==> src/rtl/uvma_axis_pkt_arb.sv <==
// uvma_axis_pkt_arb: packet-locked round-robin arbiter that merges N_PORTS
// AXI-Stream inputs onto one registered AXI-Stream output. A grant is held
// from the first beat of a packet until its tlast beat has been accepted.

`ifndef UVMA_AXIS_TDATA_DEFAULT_WIDTH
`define UVMA_AXIS_TDATA_DEFAULT_WIDTH 4
`endif
`ifndef UVMA_AXIS_TUSER_DEFAULT_WIDTH
`define UVMA_AXIS_TUSER_DEFAULT_WIDTH 8
`endif
`ifndef UVMA_AXIS_TDEST_DEFAULT_WIDTH
`define UVMA_AXIS_TDEST_DEFAULT_WIDTH 4
`endif
`ifndef UVMA_AXIS_TID_DEFAULT_WIDTH
`define UVMA_AXIS_TID_DEFAULT_WIDTH 4
`endif

module uvma_axis_pkt_arb #(
  parameter int  N_PORTS     = 4,
  parameter int  TDATA_WIDTH = `UVMA_AXIS_TDATA_DEFAULT_WIDTH,
  parameter int  TUSER_WIDTH = `UVMA_AXIS_TUSER_DEFAULT_WIDTH,
  parameter int  TDEST_WIDTH = `UVMA_AXIS_TDEST_DEFAULT_WIDTH,
  parameter int  TID_WIDTH   = `UVMA_AXIS_TID_DEFAULT_WIDTH,
  localparam int SW          = $clog2(N_PORTS),
  localparam int DW          = TDATA_WIDTH * 8
) (
  input  logic                           clk,
  input  logic                           reset_n,
  input  logic                           arb_en,
  input  logic [N_PORTS-1:0]             s_mask,
  input  logic [N_PORTS-1:0]             s_tvalid,
  output logic [N_PORTS-1:0]             s_tready,
  input  logic [N_PORTS*DW-1:0]          s_tdata,
  input  logic [N_PORTS*TDATA_WIDTH-1:0] s_tstrb,
  input  logic [N_PORTS*TDATA_WIDTH-1:0] s_tkeep,
  input  logic [N_PORTS-1:0]             s_tlast,
  input  logic [N_PORTS*TID_WIDTH-1:0]   s_tid,
  input  logic [N_PORTS*TDEST_WIDTH-1:0] s_tdest,
  input  logic [N_PORTS*TUSER_WIDTH-1:0] s_tuser,
  output logic                           m_tvalid,
  input  logic                           m_tready,
  output logic [DW-1:0]                  m_tdata,
  output logic [TDATA_WIDTH-1:0]         m_tstrb,
  output logic [TDATA_WIDTH-1:0]         m_tkeep,
  output logic                           m_tlast,
  output logic [TID_WIDTH-1:0]           m_tid,
  output logic [TDEST_WIDTH-1:0]         m_tdest,
  output logic [TUSER_WIDTH-1:0]         m_tuser,
  output logic [SW-1:0]                  m_tsrc,
  output logic                           busy
);

  typedef enum logic {IDLE, LOCK} state_t;

  state_t          state;
  logic [SW-1:0]   ptr;
  logic [SW-1:0]   grant;
  logic [SW-1:0]   pick;
  logic [SW:0]     scan_idx;
  logic [N_PORTS-1:0] req;
  logic            out_free;
  logic            accept;

  assign req      = s_tvalid & ~s_mask;
  assign out_free = ~m_tvalid | m_tready;
  assign accept   = (state == LOCK) & s_tvalid[grant] & out_free;
  assign busy     = (state == LOCK);

  // Round-robin pick: scanning in reverse leaves the first requester after ptr.
  always_comb begin
    pick     = '0;
    scan_idx = '0;
    for (int i = N_PORTS - 1; i >= 0; i--) begin
      scan_idx = {1'b0, ptr} + (SW+1)'(i);
      if (scan_idx >= (SW+1)'(N_PORTS)) scan_idx = scan_idx - (SW+1)'(N_PORTS);
      if (req[scan_idx[SW-1:0]]) pick = scan_idx[SW-1:0];
    end
  end

  // Only the granted port sees tready, and only when the output register can take a beat.
  always_comb begin
    s_tready = '0;
    if (state == LOCK) s_tready[grant] = out_free;
  end

  // Arbitration FSM, fairness pointer and registered output stage.
  always_ff @(posedge clk or negedge reset_n) begin
    if (!reset_n) begin
      state    <= IDLE;
      ptr      <= '0;
      grant    <= '0;
      m_tvalid <= 1'b0;
      m_tdata  <= '0;
      m_tstrb  <= '0;
      m_tkeep  <= '0;
      m_tlast  <= 1'b0;
      m_tid    <= '0;
      m_tdest  <= '0;
      m_tuser  <= '0;
      m_tsrc   <= '0;
    end else begin
      case (state)
        IDLE: begin
          if (arb_en && (|req)) begin
            grant <= pick;
            state <= LOCK;
          end
        end
        LOCK: begin
          if (accept && s_tlast[grant]) begin
            state <= IDLE;
            ptr   <= (int'(grant) == N_PORTS - 1) ? '0 : grant + SW'(1);
          end
        end
        default: state <= IDLE;
      endcase

      if (accept) begin
        m_tvalid <= 1'b1;
        m_tdata  <= s_tdata[int'(grant)*DW +: DW];
        m_tstrb  <= s_tstrb[int'(grant)*TDATA_WIDTH +: TDATA_WIDTH];
        m_tkeep  <= s_tkeep[int'(grant)*TDATA_WIDTH +: TDATA_WIDTH];
        m_tlast  <= s_tlast[grant];
        m_tid    <= s_tid[int'(grant)*TID_WIDTH +: TID_WIDTH];
        m_tdest  <= s_tdest[int'(grant)*TDEST_WIDTH +: TDEST_WIDTH];
        m_tuser  <= s_tuser[int'(grant)*TUSER_WIDTH +: TUSER_WIDTH];
        m_tsrc   <= grant;
      end else if (m_tready) begin
        m_tvalid <= 1'b0;
      end
    end
  end

endmodule

==> config.mk <==
export PLATFORM = sky130hd
export DESIGN_NAME = uvma_axis_pkt_arb
export DESIGN_NICKNAME = d
export VERILOG_FILES = /design/src/rtl/uvma_axis_pkt_arb.sv
export SDC_FILE = /design/constraint.sdc
export NUM_CORES = 1
export LEC_CHECK = 0
export ABC_CLOCK_PERIOD_IN_PS = 3640
export CORE_ASPECT_RATIO = 0.8
export CORE_MARGIN = 10
export CORE_UTILIZATION = 30
export CTS_CLUSTER_SIZE = 25
export DETAILED_ROUTE_END_ITERATION = 10
export GPL_ROUTABILITY_DRIVEN = 0
export PLACE_DENSITY = 0.84
export SYNTH_ARGS = -nofsm -noshare
export SYNTH_HDL_FRONTEND = slang
export SYNTH_SLANG_ARGS = --single-unit
==> constraint.sdc <==
create_clock -name clk -period 3.64 [get_ports clk]
set_input_delay 0.91 -clock clk [delete_from_list [all_inputs] [get_ports clk]]
set_output_delay 0.91 -clock clk [all_outputs]
set_load 0.02 [all_outputs]
# Word-level counts from Yosys, hierarchy flattened
# Cells that the tools add are included.
dict set report op_classes {
  addsub 8
  order_cmp 10
  eq_ne 1
  shifts 6
  n_mux 29
  n_bitwise 8
  n_reduce_logical 7
}
# op n
set op_table {}
lappend op_table {{variable part select 128 x 8 -> 32 bit} 1}
lappend op_table {{variable part select 16 x 5 -> 4 bit} 4}
lappend op_table {{variable part select 32 x 6 -> 8 bit} 1}
lappend op_table {{two-way mux 2 bit} 9}
lappend op_table {{less-than comparator 2 x 3 -> 1 bit (second input constant)} 5}
lappend op_table {{binary-select mux 1 bit (select 2 bit)} 6}
lappend op_table {{two-way mux 1 bit} 11}
lappend op_table {{greater-or-equal comparator 3 bit (second input constant)} 3}
lappend op_table {{bitwise AND 4 bit} 2}
lappend op_table {{subtractor 2 x 1 -> 2 bit (second input constant)} 4}
lappend op_table {{adder 2 x 2 -> 3 bit (second input constant)} 2}
lappend op_table {{two-way mux 4 bit} 1}
lappend op_table {{NOT 4 bit} 1}
lappend op_table {{AND reduction 2 bit} 2}
lappend op_table {{OR reduction 4 bit} 1}
lappend op_table {{adder 2 x 1 -> 3 bit (second input constant)} 1}
lappend op_table {{greater-or-equal comparator 2 x 3 -> 1 bit (second input constant)} 1}
lappend op_table {{logical AND 1 bit} 3}
lappend op_table {{adder 2 x 1 -> 2 bit (second input constant)} 1}
lappend op_table {{bitwise AND 1 bit} 2}
lappend op_table {{demux 1 bit (select 2 bit)} 1}
lappend op_table {{== test 2 x 1 -> 1 bit (second input constant)} 1}
lappend op_table {{greater-or-equal comparator 2 x 1 -> 1 bit (second input constant)} 1}
lappend op_table {{NOT 1 bit} 2}
lappend op_table {{other kinds (3)} 3}
dict set report totals {
  ff_bits 65
  input_bits 240
  out_inout_bits 65
  word_cells 81
}

# Longest topological paths before layout
dict set report logic_depth {
  depth_word 9
  depth_mapped 7
  ltp_nobuf 4
}

# Least setup slack after synthesis
# No wires, ideal clock.
dict set report synth_timing {
  kind {input-to-output}
  start {input port m_tready}
  end {output port s_tready[0]}
  arrival_time_ps 1518
  required_ps 2730
  slack_ps 1212
  stages 3
  path_buffers 1
  cell_sequence {nand2b_1 > clkbuf_1 > and3_1}
}
dict set report synth_via {
  elab_chain_cells 3
}
# item line
set synth_lines {}
lappend synth_lines {{from (decl)} 41} ;# input logic m_tready,
lappend synth_lines {{OR 1 bit} 65} ;# assign out_free = ~m_tvalid | m_tready;
lappend synth_lines {{bitwise AND 4 bit (no line)} -}
lappend synth_lines {{two-way mux 4 bit} 83} ;# if (state == LOCK) s_tready[grant] = out_free;
lappend synth_lines {{to (decl)} 32} ;# output logic [N_PORTS-1:0] s_tready,
# No other way between the ends.

# Final worst setup path
dict set report layout_timing {
  start {input port m_tready}
  end {output port s_tready[3]}
}
# The elaborated chain is that of the path after synthesis.

==> flow_summary.yaml <==
timing:
  min_period_ns: 3.36
  setup_tns_ns: 0
  drv_slew: 0
  hold_viol: 0
  rsz0062_at_grt: "no"
  worst_pin_slew_ns: 0.879
  fin_crit_sh: 0.924
  max_freq_mhz: 297
  skew_ns: 0.00438
  setup_viol: 0
  slew_headroom: 0.414
critical_path:
  crit_buf_inv: 2
  worst_r2r_path_depth: 3
  rr_endpoint: "m_tdata[10]$_DFFE_PN0P_"
  cp.arrival_ns: 2.45
  cp_top_family: "buffers and inverters"
  r2r_setup_slack_ns: 1.23
  cp_max_fo: 9
  end_kind: "primary output"
  worst-path-stages: 4
  path_cells: "clkdlybuf4s50_1, nand2b_1, and3_1, clkdlybuf4s50_1"
  cp_slowest_cell: "clkdlybuf4s50_1"
  startpoint: "m_tready"
  crit_top_cell: "clkdlybuf4s50_1"
  start_kind: "input pin"
  worstPathRequired_ns: 2.73
  r2r_start: "grant[0]$_DFFE_PN0P_"
  slowest_delay_ns: 0.61
  path_class: "input pin to primary output"
finish:
  stdcell_count: 730
  stdcell_area_um2: 7540
  fin_util: 0.578
  antenna_cells: 0
  fin_nets: 794
  area_growth_pct: 85.8
  layout-drive-gt1-share: 0.254
synthesis:
  async_reset_ff_frac: 1.00
  ys_seq_area_frac: 0.401
  yosys.area_share.simple: 0.0357
  yosysTopAreaCell: "dfrtp_1"
  syn_area_per_cell_um2: 16.1
  synth_area_leaders: "dfrtp_1 (40%), mux4_2 (32%), mux2_2 (14%)"
  yosysMostFrequentCell: "dfrtp_1"
  synth_fa_ha_area_frac: 0.0123
  synth.mux.area_fraction: 0.494
  ys.flop_type: "dfrtp_1"
  synth_top_family_by_area: "multiplexers"
  ys_top_cells_by_count: "dfrtp_1 (65), mux4_2 (58), mux2_2 (51), nand2_1 (11)"
  synth_edf_count: 0
  synth-warning-count: 0
  ys_seq_elements: 65
  synth_nets: 496
  synth_compound_area_frac: 0.0188
  yosysTopAreaCellShare: 0.401
  yosys.cell_types.count: 25
  syn-instance-count: 252
  yosys.area_share.xor_xnor: 0
  syn-cell-area_um2: 4060
routing:
  drt_pass1_iterations: 4
  via_per_inst: 4.93
  wirelength_um: 15700
  drc_errors: 0
  ant_nets: 0
  vias: 3601
  drtIter0Drc: 111
  avgRoutedWirePerCell_um: 21.5
floorplan:
  fp.coreArea_um2: 13100
  row_count: 37
  die_area_um2: 18600
  ios: 305
  start_util: 0.311
  die_h_um: 124
  chipWidth_um: 150
clock_network:
  clock-sinks: 65
  root_buffer: "clkbuf_16"
  insertion_delay_ns: 0.32
  cts_buffers: 9
  htree_levels: 3
  path_clk_slew_ns: 0.05
  cts_resized: 0
  clock_path_buffers: 2
  hold_buffers: 0
  postCtsSetupBuffers: 0
  tritoncts: "done"
min_path:
  hold_path_depth: 2
  hold_end: "m_tsrc[1]$_DFFE_PN0P_"
  hold_path_class: "register to register"
  hold_path_startpoint: "m_tsrc[1]$_DFFE_PN0P_"
placement:
  post-place-cells: 714
  dp_hpwl_um: 13000
  portBuffers: 304
  postPlaceCellArea_um2: 7230
status:
  status: "complete, no violations"
power:
  p_switching_mw: 1.91
  p_leak_nw: 2.90
  power_density_nw_per_um2: 721
  p_sw_frac: 0.351
  ir_worst_vdd_uv: 599
  power.internal_mw: 3.53
  pwr-share-comb: 0.582
  p_seq_frac: 0.255
  clkPwrFrac: 0.162
global_route:
  antenna_found_initial: 0
  gr-usage-all-layers: 0.163
  grt_pass1_vias: 4160
  grt_pass1_wl_um: 23600
  gr-total-overflow: 0
  grt_max_degree: 60
run:
  drv_cap: 0
==> cells in the final DEF, fill, tap and decap left out, drive strengths merged, types with 2 or more instances in the layout <==
cell,instances
buf,6
mux2i,2
nor2b,6
clkdlybuf4s50,303
nand2,11
o21ai,6
nand2b,2
dfrtp,65
mux4,58
mux2,58
o41ai,2
ha,4
clkinvlp,2
and3,4
clkbuf,12
inv,3
a21oi,3
==> power by group through the flow <==
stage	registers (mW)	clock network [mW]	logic, mW
final	1.39	0.884	3.17
after global routing	1.44	0.944	3.38
after CTS	1.39	0.917	3.23
after detailed placement	1.40	0	3.22
after global placement	1.38	0	3.16
after floorplan	1.73	0	1.59
==> worst register-to-register path, stage by stage, from the launching register on <==
cell     delay, ns
dfrtp_4       0.61
buf_4         0.77
mux4_2        0.65
mux2_4        0.28
==> cell families after synthesis <==
kind of cell    count (synthesis)
fa+ha+maj                       4
compound gates                 13
buf+inv                        25
simple gates                   27
mux                           118
flops                          65
==> worst max path at each step <==
stage | end | slack (ns)
6_report | s_tready[3] | 0.28
5_1_grt | s_tready[1] | 0.21
4_1_cts | s_tready[3] | 0.29
3_5_place_dp | s_tready[3] | 0.30
3_3_place_gp | s_tready[0] | 0.32
2_1_floorplan | s_tready[0] | 1.21
==> state kept, by name (all words and copies together), names as in the netlist <==
register  count
m_tdata      32
m_tuser       8
m_tdest       4
m_tid         4
m_tkeep       4
m_tstrb       4
grant         2
m_tsrc        2
ptr           2
busy          1
m_tlast       1
m_tvalid      1
==> through the flow <==
| step | power, mW | worst slack [ns] | hold WS, ns |
|---|---|---|---|
| global placement | 4.54 | 0.323 | 0.463 |
| finish | 5.44 | 0.277 | 0.496 |
| detailed placement | 4.62 | 0.301 | 0.490 |
| CTS | 5.54 | 0.289 | 0.503 |
| global route | 5.77 | 0.206 | 0.514 |
| floorplan | 3.32 | 1.21 | 0.487 |
==> cell type report <==
type / count / area [um2]
Fill cell: 1043 / 5510
Clock inverter: 4 / 50.0
Timing Repair Buffer: 309 / 3090
Clock buffer: 12 / 267
Multi-Input combinational cell: 162 / 2280
Sequential cell: 65 / 1630
Tap cell: 175 / 219
Inverter: 3 / 11.3
==> metal layers <==
metal | global-route usage | vias to the layer above | routed length, um
met2 | 0.286 | 207 | 7980
met5 | 0 | - | 0
li1 | - | 1604 | -
met3 | 0.0743 | 12 | 1810
met4 | 0.0370 | 0 | 150
met1 | 0.178 | 1778 | 5760
No activity file was read; power rests on OpenSTA's default activity.
